<file path="src/rtl/keypad_emulator_pkg.sv">
// rtl/keypad_emulator_pkg.sv - shared types and constants for the keypad emulator
package keypad_emulator_pkg;

  typedef enum logic [1:0] {
    IDLE   = 2'd0,
    BOUNCE = 2'd1,
    HOLD   = 2'd2,
    GAP    = 2'd3
  } state_t;

  localparam int KEY_ROW_LSB = 2;
  localparam int KEY_ROW_W   = 2;
  localparam int KEY_COL_LSB = 0;
  localparam int KEY_COL_W   = 2;

  localparam logic [3:0] SWC_IDLE = 4'b1111;

  function automatic logic [1:0] key_row(input logic [3:0] key);
    return key[KEY_ROW_LSB +: KEY_ROW_W];
  endfunction

  function automatic logic [1:0] key_col(input logic [3:0] key);
    return key[KEY_COL_LSB +: KEY_COL_W];
  endfunction

endpackage

</file>
<file path="src/rtl/keypad_matrix_drive.sv">
// rtl/keypad_matrix_drive.sv - combinational row-drive to column-sense mapping
// Pulls the key's column low only while the contact is closed and its row is being driven.
module keypad_matrix_drive
  import keypad_emulator_pkg::*;
(
  input  logic [3:0] swr,
  input  logic [3:0] key,
  input  logic       contact,
  output logic [3:0] swc
);

  logic [1:0] row;
  logic [1:0] col;

  always_comb begin
    row = key_row(key);
    col = key_col(key);
    swc = SWC_IDLE;
    // Column 0 sits on the MSB of the sense bus.
    if (contact && !swr[row]) begin
      swc[2'd3 - col] = 1'b0;
    end
  end

endmodule

</file>
<file path="src/rtl/keypad_emulator.sv">
// rtl/keypad_emulator.sv - emulates a bouncing key press on a scanned 4x4 keypad
// Sequencing lives here; the matrix mapping is in keypad_matrix_drive.
module keypad_emulator
  import keypad_emulator_pkg::*;
#(
  parameter int BOUNCE_CYCLES = 4,
  parameter int GAP_CYCLES    = 16
) (
  input  logic       clk,
  input  logic       rst,
  input  logic       cmd_valid,
  output logic       cmd_ready,
  input  logic [3:0] cmd_key,
  input  logic [7:0] cmd_hold,
  input  logic       SWR0,
  input  logic       SWR1,
  input  logic       SWR2,
  input  logic       SWR3,
  output logic [3:0] SWC,
  output logic       busy,
  output logic       done
);

  localparam logic [7:0] BOUNCE_LOAD = 8'(BOUNCE_CYCLES);
  localparam logic [7:0] GAP_LOAD    = 8'(GAP_CYCLES);

  state_t     state_q, state_d;
  logic [7:0] cnt_q, cnt_d;
  logic [7:0] hold_q, hold_d;
  logic [3:0] key_q, key_d;
  logic       contact_q, contact_d;

  always_ff @(posedge clk or posedge rst) begin
    if (rst) begin
      state_q   <= IDLE;
      cnt_q     <= 8'd0;
      hold_q    <= 8'd0;
      key_q     <= 4'd0;
      contact_q <= 1'b0;
    end else begin
      state_q   <= state_d;
      cnt_q     <= cnt_d;
      hold_q    <= hold_d;
      key_q     <= key_d;
      contact_q <= contact_d;
    end
  end

  always_comb begin
    state_d   = state_q;
    cnt_d     = cnt_q;
    hold_d    = hold_q;
    key_d     = key_q;
    contact_d = contact_q;
    cmd_ready = (state_q == IDLE);
    busy      = (state_q != IDLE);
    done      = 1'b0;

    unique case (state_q)
      IDLE: begin
        if (cmd_valid) begin
          key_d  = cmd_key;
          hold_d = cmd_hold;
          if (BOUNCE_CYCLES > 0) begin
            state_d   = BOUNCE;
            cnt_d     = BOUNCE_LOAD;
            contact_d = 1'b1;
          end else if (cmd_hold != 8'd0) begin
            state_d   = HOLD;
            cnt_d     = cmd_hold;
            contact_d = 1'b1;
          end else begin
            state_d   = GAP;
            cnt_d     = GAP_LOAD;
            contact_d = 1'b0;
          end
        end
      end
      BOUNCE: begin
        if (cnt_q <= 8'd1) begin
          if (hold_q != 8'd0) begin
            state_d   = HOLD;
            cnt_d     = hold_q;
            contact_d = 1'b1;
          end else begin
            state_d   = GAP;
            cnt_d     = GAP_LOAD;
            contact_d = 1'b0;
          end
        end else begin
          cnt_d     = cnt_q - 8'd1;
          contact_d = ~contact_q;
        end
      end
      HOLD: begin
        if (cnt_q <= 8'd1) begin
          state_d   = GAP;
          cnt_d     = GAP_LOAD;
          contact_d = 1'b0;
        end else begin
          cnt_d = cnt_q - 8'd1;
        end
      end
      GAP: begin
        // done rides the last gap cycle so it never overlaps an acceptance.
        if (cnt_q <= 8'd1) begin
          done    = 1'b1;
          state_d = IDLE;
          cnt_d   = 8'd0;
        end else begin
          cnt_d = cnt_q - 8'd1;
        end
      end
      default: begin
        state_d   = IDLE;
        contact_d = 1'b0;
      end
    endcase
  end

  keypad_matrix_drive u_matrix (
    .swr     ({SWR3, SWR2, SWR1, SWR0}),
    .key     (key_q),
    .contact (contact_q),
    .swc     (SWC)
  );

endmodule
</file>
<file path="config.mk">
export PLATFORM = sky130hd
export DESIGN_NAME = keypad_emulator
export DESIGN_NICKNAME = d
export VERILOG_FILES = /design/src/rtl/keypad_emulator_pkg.sv /design/src/rtl/keypad_matrix_drive.sv /design/src/rtl/keypad_emulator.sv
export SDC_FILE = /design/constraint.sdc
export NUM_CORES = 1
export LEC_CHECK = 0
export CAP_MARGIN = 0
export CORE_ASPECT_RATIO = 1.25
export CORE_MARGIN = 1.5
export CORE_UTILIZATION = 47
export CTS_BUF_LIST = sky130_fd_sc_hd__clkbuf_4 sky130_fd_sc_hd__clkbuf_8 sky130_fd_sc_hd__clkbuf_16
export DETAILED_ROUTE_END_ITERATION = 8
export PLACE_DENSITY = 0.75
export SYNTH_ARGS = -nofsm -noshare
export SYNTH_HDL_FRONTEND = slang
export SYNTH_SLANG_ARGS = --single-unit
</file>
<file path="constraint.sdc">
create_clock -name clk -period 1.8 [get_ports clk]
set_input_delay 0.18 -clock clk [delete_from_list [all_inputs] [get_ports clk]]
set_output_delay 0.18 -clock clk [all_outputs]
set_load 0.1 [all_outputs]
</file>
==> impl_metrics.tcl, run 1 <==
set metrics [dict create \
    area_growth_syn_to_layout_pct 47.0 \
    place_area_um2 1950 \
    io_pins 26 \
    vias 1366 \
    fin_crit_sh 1.11 \
    antenna_found_initial 0 \
    ys_types 43 \
    p_sw_frac 0.481 \
    finalPower_mw 4.66 \
    synth_ff_type "dfrtp_1" \
    power.density_nw_per_um2 2190 \
    violations "setup timing" \
    clockRootBuffer "clkbuf_4" \
    pwr-share-seq 0.226 \
    drive_gt1_frac 0.387 \
    p_sw_mw 2.24 \
    maxSlewViolCount 0 \
    core_area_um2 2950 \
    die_w_um 52.6 \
    required_ps 1620 \
    initial_core_util 0.491 \
    die_area_um2 3420 \
    fp.dieH_um 65.0 \
    p_int_mw 2.42 \
    max-vdd-ir-drop_mv 1.38 \
    numCtsBuffers 3 \
    routed_wl_mm 3.82 \
    final_net_count 221 \
    ys_top_cells_by_area "dfrtp_1 (40%), mux2_2 (9.3%), ha_1 (6.1%)" \
    grt_use_total 0.236 \
    setup_slack_ps -206 \
    yosysSeqAreaShare 0.398 \
    dp_hpwl_mm 2.79 \
    path_max_fanout 2 \
    skew_ps 20.1 \
    clockBufferDepth 2 \
    fin_crit_ps 2010 \
    grt_pass1_wl_mm 6.04 \
    outcome "finished with violations" \
    hold_path_class "input port to async pin" \
    port_buffers 25 \
    yosys_register_bits 23 \
    synth_edf_count 0 \
    endpoint_kind "primary output" \
    yosysWarnings 0 \
    fin_util 0.722 \
    dr.first_iter.drc_count 52 \
    synth_top_area_cell "dfrtp_1" \
    rsz0062_at_grt "yes" \
    path_clk_slew_ps 140 \
    yosysTopAreaCellShare 0.398 \
    wire_per_inst_um 16.6 \
    hold_viol_final 0 \
    cts.sinks 23 \
    htreeDepth 1 \
    row_count 22 \
    grt_pass1_vias 1405 \
    max_freq_mhz 498 \
    p_leak_nw 0.907 \
    combPwrFrac 0.717 \
    maxSlewHeadroom 0.719 \
    cp.arrival_ps 1830 \
    async_reset_ff_frac 1.00 \
    clkPwrFrac 0.057 \
    antenna_cells 0 \
    grt_overflow 0 \
    postRouteAntennaNets 0 \
    syn_area_um2 1450 \
    design_area_um2 2130 \
    crit_type "flop to primary output" \
    drtPass1Iterations 4 \
    setup_viol 5 \
    clock_latency_ps 330 \
    start_kind "flop" \
    hold_buffers 0 \
    via_per_inst 5.94 \
    place.gp.congestion 0.901 \
    synth_nets 173 \
    cts_tree "built" \
    grt_max_degree 24 \
    drc 0 \
    max-cap-violations 0 \
    syn_inst 147 \
    worst_pin_slew_ps 418 \
    syn_area_per_cell_um2 9.84 \
]
what timing repair did:
item / in CTS / in global routing
buffers inserted: 4 / 1
endpoints found under the setup margin: 5 / 15
resized for setup: 5 / 25
pin swaps: 2 / 5
Yosys cell counts (3+ instances only):
master    instances
a21oi_1           5
a31oi_1           3
clkbuf_1          3
dfrtp_1          23
ha_1              7
inv_1             8
mux2_2           12
nand2_1          11
nor2_1           11
nor2b_1           5
nor3_1            6
nor4_1            3
o21ai_0          10
o22ai_1           3
cell families after synthesis:
family | count (synthesis) | synth area share
mux | 15 | 0.123
compound gates | 38 | 0.176
fa+ha+maj | 7 | 0.0606
simple gates | 49 | 0.187
buf+inv | 13 | 0.0441
flops | 23 | 0.398
xor+xnor | 2 | 0.0121
worst max-delay path: stages, from the launching register on:
cell and delay (ps):
dfrtp_1 400, mux4_2 510, nor2b_2 140, buf_4 120, nand3b_1 120, buf_12 200
metrics by stage:
step | setup TNS [ps] | instances | hold WS (ps) | setup slack, ps
floorplan | -388 | 147 | 182 | -109
global placement | -19.3 | 221 | 507 | -12.0
detailed placement | -153 | 221 | 514 | -72.0
CTS | -867 | 229 | 195 | -195
global route | -1400 | 230 | 264 | -283
finish | -986 | 230 | 174 | -206
metal layers:
metal  vias up  routed length [um]  global-route usage  part of all wire
met5         -                   0                   0                 0
li1        643                   -                   -                 -
met2        34                2120               0.420              0.55
met1       680                1520               0.278              0.40
met4         0                  56              0.0833             0.015
met3         9                 129              0.0392             0.034
power groups by stage:
| stage | Sequential [mW] | Clock (mW) | Combinational (mW) |
|---|---|---|---|
| after floorplan | 0.952 | 0 | 2.04 |
| after global placement | 1.02 | 0 | 2.80 |
| after detailed placement | 1.04 | 0 | 2.89 |
| after CTS | 1.02 | 0.261 | 3.01 |
| after global routing | 1.08 | 0.281 | 3.58 |
| final | 1.05 | 0.267 | 3.34 |
sequential cells by signal, indices dropped and copies added (netlist names):
name	cells
contact_q	1
hold_q	8
state_q	2
key_q	4
cnt_q	8
cells in the final DEF, fill, tap and decap left out, drive strengths merged, types with 7 or more instances in the layout:
master,count
buf,30
dfrtp,23
clkdlybuf4s50,18
mux2,12
nand2,11
nor2,11
o21ai,11
inv,8
nor3,8
ha,7
final timing paths:
path	slack [ps]	depth (start not counted)	startpoint	end
worst max-delay path	-210	5	key_q[2]$_DFFE_PP0P_	SWC[1]
worst min-delay path	170	3	rst	key_q[3]$_DFFE_PP0P_
worst max register to register	20	7	cnt_q[6]$_DFFE_PP0P_	cnt_q[0]$_DFFE_PP0P_
worst min register to register	550	1	key_q[3]$_DFFE_PP0P_	key_q[3]$_DFFE_PP0P_
max in group asynchronous	1360	3	rst	cnt_q[5]$_DFFE_PP0P_
min in group clk	450	2	cmd_hold[3]	hold_q[3]$_DFFE_PP0P_
final cells by class:
| cell class | count | area (um^2) |
|---|---|---|
| multi-input combinational | 111 | 951 |
| fill | 187 | 820 |
| sequential | 23 | 577 |
| timing repair buffer | 48 | 493 |
| tap | 36 | 45.0 |
| clock buffer | 4 | 30.0 |
| inverter | 8 | 30.0 |
Note: power is estimated with default switching activity, not from simulation.
==> inputs of run 2 (changes only) <==
--- a/config.mk
+++ b/config.mk
@@ -5,13 +5,15 @@
 export SDC_FILE = /design/constraint.sdc
 export NUM_CORES = 1
 export LEC_CHECK = 0
+export ABC_AREA = 1
 export CAP_MARGIN = 0
 export CORE_ASPECT_RATIO = 1.25
 export CORE_MARGIN = 1.5
-export CORE_UTILIZATION = 47
+export CORE_UTILIZATION = 48
 export CTS_BUF_LIST = sky130_fd_sc_hd__clkbuf_4 sky130_fd_sc_hd__clkbuf_8 sky130_fd_sc_hd__clkbuf_16
 export DETAILED_ROUTE_END_ITERATION = 8
-export PLACE_DENSITY = 0.75
+export PLACE_DENSITY = 0.76
 export SYNTH_ARGS = -nofsm -noshare
 export SYNTH_HDL_FRONTEND = slang
+export SYNTH_HIERARCHICAL = 1
 export SYNTH_SLANG_ARGS = --single-unit
==> run 2 against run 1 <==
The flow now finishes without violations. Worst hold slack better by 86 ps. Setup slack better by 310 ps. Sequential share of layout area grew 0.98 points. Non-clock buffer count is 20 lower. Critical path depth is 5 higher. Area after synthesis is 9.3% higher. Via count is 4.7% higher. Flip-flop and latch count stayed put. Combinational power shrank 20%. First-iteration DRC count shrank 54%. Total power shrank 15%. Register-to-register slack improved by 90 ps. Critical path type is now flop to flop.
==> impl_metrics.tcl, run 2 <==
set metrics [dict create \
    outcome "finished, final reports clean" \
    fillCellCount 289 \
    postRouteAntennaNets 0 \
    area_growth_syn_to_layout_pct 29.8 \
    dp.cells 282 \
    clockRootBuffer "clkbuf_8" \
    p_int_mw 1.89 \
    die_w_um 54.3 \
    drive_gt1_frac 0.200 \
    fin_crit_sh 0.941 \
    setup_slack_ps 106 \
    grt_max_degree 24 \
    routed_wl_mm 3.59 \
    synth_ff_type "dfrtp_1" \
    antenna_found_initial 0 \
    start_kind "flop" \
    cp.arrival_ps 1900 \
    wl_met2_mm 1.94 \
    yosys_register_bits 23 \
    max-cap-violations 0 \
    top_layer "met4" \
    layout_commonest_cell "nand2_1" \
    dr_wl_met3_um 92 \
    synth_nets 247 \
    synth_edf_count 0 \
    final_net_count 278 \
    p_sw_frac 0.524 \
    wire_per_inst_um 12.5 \
    p_leak_nw 1.05 \
    yosysSeqAreaShare 0.364 \
    maxSlewHeadroom 0.750 \
    grt_overflow 0 \
    drtPass1Iterations 6 \
    grt_pass1_wl_mm 6.25 \
    combPwrFrac 0.674 \
    synth_commonest_cells "nand2_1 (66), inv_1 (33), nor2_1 (24)" \
    power.density_nw_per_um2 1940 \
    worst_pin_slew_ps 374 \
    synth_top_area_cell "dfrtp_1" \
    syn_area_per_cell_um2 7.18 \
    clockBufferDepth 2 \
    yosysTopAreaCellShare 0.364 \
    setup_viol 0 \
    io_pins 26 \
    vias 1430 \
    numCtsBuffers 3 \
    cts_tree "built" \
    crit_type "flop to flop" \
    dp_hpwl_mm 2.71 \
    max_freq_mhz 590 \
    pwr-share-seq 0.245 \
    syn_area_um2 1580 \
    design_area_um2 2050 \
    grt_pass1_vias 1475 \
    place_ws_ps 116 \
    path_max_fanout 5 \
    hold_path_class "input port to async pin" \
    yosysWarnings 6 \
    skew_ps 4.71 \
    ys_top_cells_by_area "dfrtp_1 (36%), nand2_1 (16%), inv_1 (7.8%)" \
    max-vdd-ir-drop_mv 1.31 \
    rsz0062_at_grt "no" \
    row_count 23 \
    ys_types 25 \
    required_ps 2000 \
    clock_latency_ps 260 \
    reg_top3 "cnt_q (8), hold_q (8), key_q (4)" \
    p_sw_mw 2.08 \
    place_area_um2 1980 \
    final_cell_mix "nand2_1 (65), inv_1 (27), nor2_1 (23)" \
    port_buffers 25 \
    place.gp.congestion 0.878 \
    maxSlewViolCount 0 \
    die_area_um2 3650 \
    stdcell_count 287 \
    syn_inst 220 \
    core_area_um2 3170 \
    fin_crit_ps 1690 \
    antenna_cells 0 \
    grt_use_total 0.232 \
    met1_length_mm 1.45 \
    drc 0 \
    dr.first_iter.drc_count 24 \
    synth.most_common_cell "nand2_1" \
    async_reset_ff_frac 1.00 \
    hold_viol_final 0 \
    clkPwrFrac 0.081 \
    htreeDepth 1 \
    cts.sinks 23 \
    fp.dieH_um 67.2 \
    initial_core_util 0.499 \
    endpoint_kind "flop" \
    via_per_inst 4.98 \
    path_clk_slew_ps 80 \
]
run 2: cell count changes after synthesis, sizes merged, moves of 4 or more:
cell   delta
nor4      -4
nand2    +60
nand3    +16
nor2b     -5
nor2     +20
mux2      -8
nor3      -8
o21ai     -4
a21oi     +9
inv      +28
run 2: area by class of cell:
class | count | area, um^2 | share of cell area
clock inverters | 1 | 5.00 | 0.00244
flip-flops and latches | 23 | 577 | 0.281
inverters | 37 | 148 | 0.0720
repair buffers | 28 | 343 | 0.167
multi-input cells | 158 | 892 | 0.435
well taps | 37 | 46.3 | 0.0226
clock buffers | 3 | 41.3 | 0.0201
run 2: worst paths after layout:
path,cells past startpoint,start,slack [ps],end
max in group asynchronous,3,rst,1290,state_q[0]$_DFFE_PP0P_
max,10,state_q[1]$_DFFE_PP0P_,110,cnt_q[0]$_DFFE_PP0P_
min,3,rst,260,cnt_q[7]$_DFFE_PP0P_
max reg2reg,10,state_q[1]$_DFFE_PP0P_,110,cnt_q[0]$_DFFE_PP0P_
min reg2reg,2,cnt_q[1]$_DFFE_PP0P_,480,cnt_q[1]$_DFFE_PP0P_
min in group clk,3,cmd_hold[4],480,hold_q[4]$_DFFE_PP0P_
run 2: cells by family after synthesis:
logic type,count (synthesis),synth area share
and+or+nand+nor,123,0.367
AOI/OAI and AO/OA,21,0.0689
adders and majority gates,8,0.0633
xor gates and xnor gates,2,0.0111
DFF,23,0.364
muxes,4,0.0285
buffers and inverters,39,0.0966
run 2: layer usage:
| metal | up-vias | track usage |
|---|---|---|
| met5 | - | 0 |
| met4 | 0 | 0.116 |
| met3 | 12 | 0.0354 |
| met2 | 32 | 0.396 |
| met1 | 655 | 0.277 |
| li1 | 731 | - |
run 2: power groups by stage:
stage                     clock network [mW]  registers, mW  logic, mW
final                                  0.323          0.973       2.68
after global routing                   0.359           1.01       2.93
after CTS                              0.330          0.970       2.64
after detailed placement                   0          0.980       2.58
after global placement                     0          0.969       2.54
after floorplan                            0          0.918       2.02
run 2: critical path, cell delays in order, from the launching register on:
cell and delay, ps:
dfrtp_1 430, inv_2 140, ha_2 260, inv_2 80, nand2_1 90, nor2_1 70, nor2_4 190, clkinv_4 100
o21ai_1 140, nand2_1 70, nand2_1 60
run 2: through the flow:
step	total power [mW]	TNS, ps	utilization	hold WS [ps]
2_1_floorplan	2.93	-4020	-	182
3_3_place_gp	3.51	0	0.626	463
3_5_place_dp	3.56	0	0.626	466
4_1_cts	3.94	0	0.645	273
5_1_grt	4.30	0	0.648	283
6_report	3.98	0	0.648	260
run 2: what timing repair did:
action / in CTS / in global routing
hold buffers: 0 / 0
endpoints found under the hold margin: 0 / 0
setup endpoints to repair: 1 / 5
setup buffers: 0 / 1
resized for setup: 2 / 3
pin swaps: 0 / 1
==> inputs of run 3 (changes only) <==
--- a/config.mk
+++ b/config.mk
@@ -12,6 +12,7 @@
 export CORE_UTILIZATION = 48
 export CTS_BUF_LIST = sky130_fd_sc_hd__clkbuf_4 sky130_fd_sc_hd__clkbuf_8 sky130_fd_sc_hd__clkbuf_16
 export DETAILED_ROUTE_END_ITERATION = 8
+export HOLD_SLACK_MARGIN = 0.08
 export PLACE_DENSITY = 0.76
 export SYNTH_ARGS = -nofsm -noshare
 export SYNTH_HDL_FRONTEND = slang
==> results of run 3 <==
The final DEF is identical to that of run 2; final timing and power are the same.
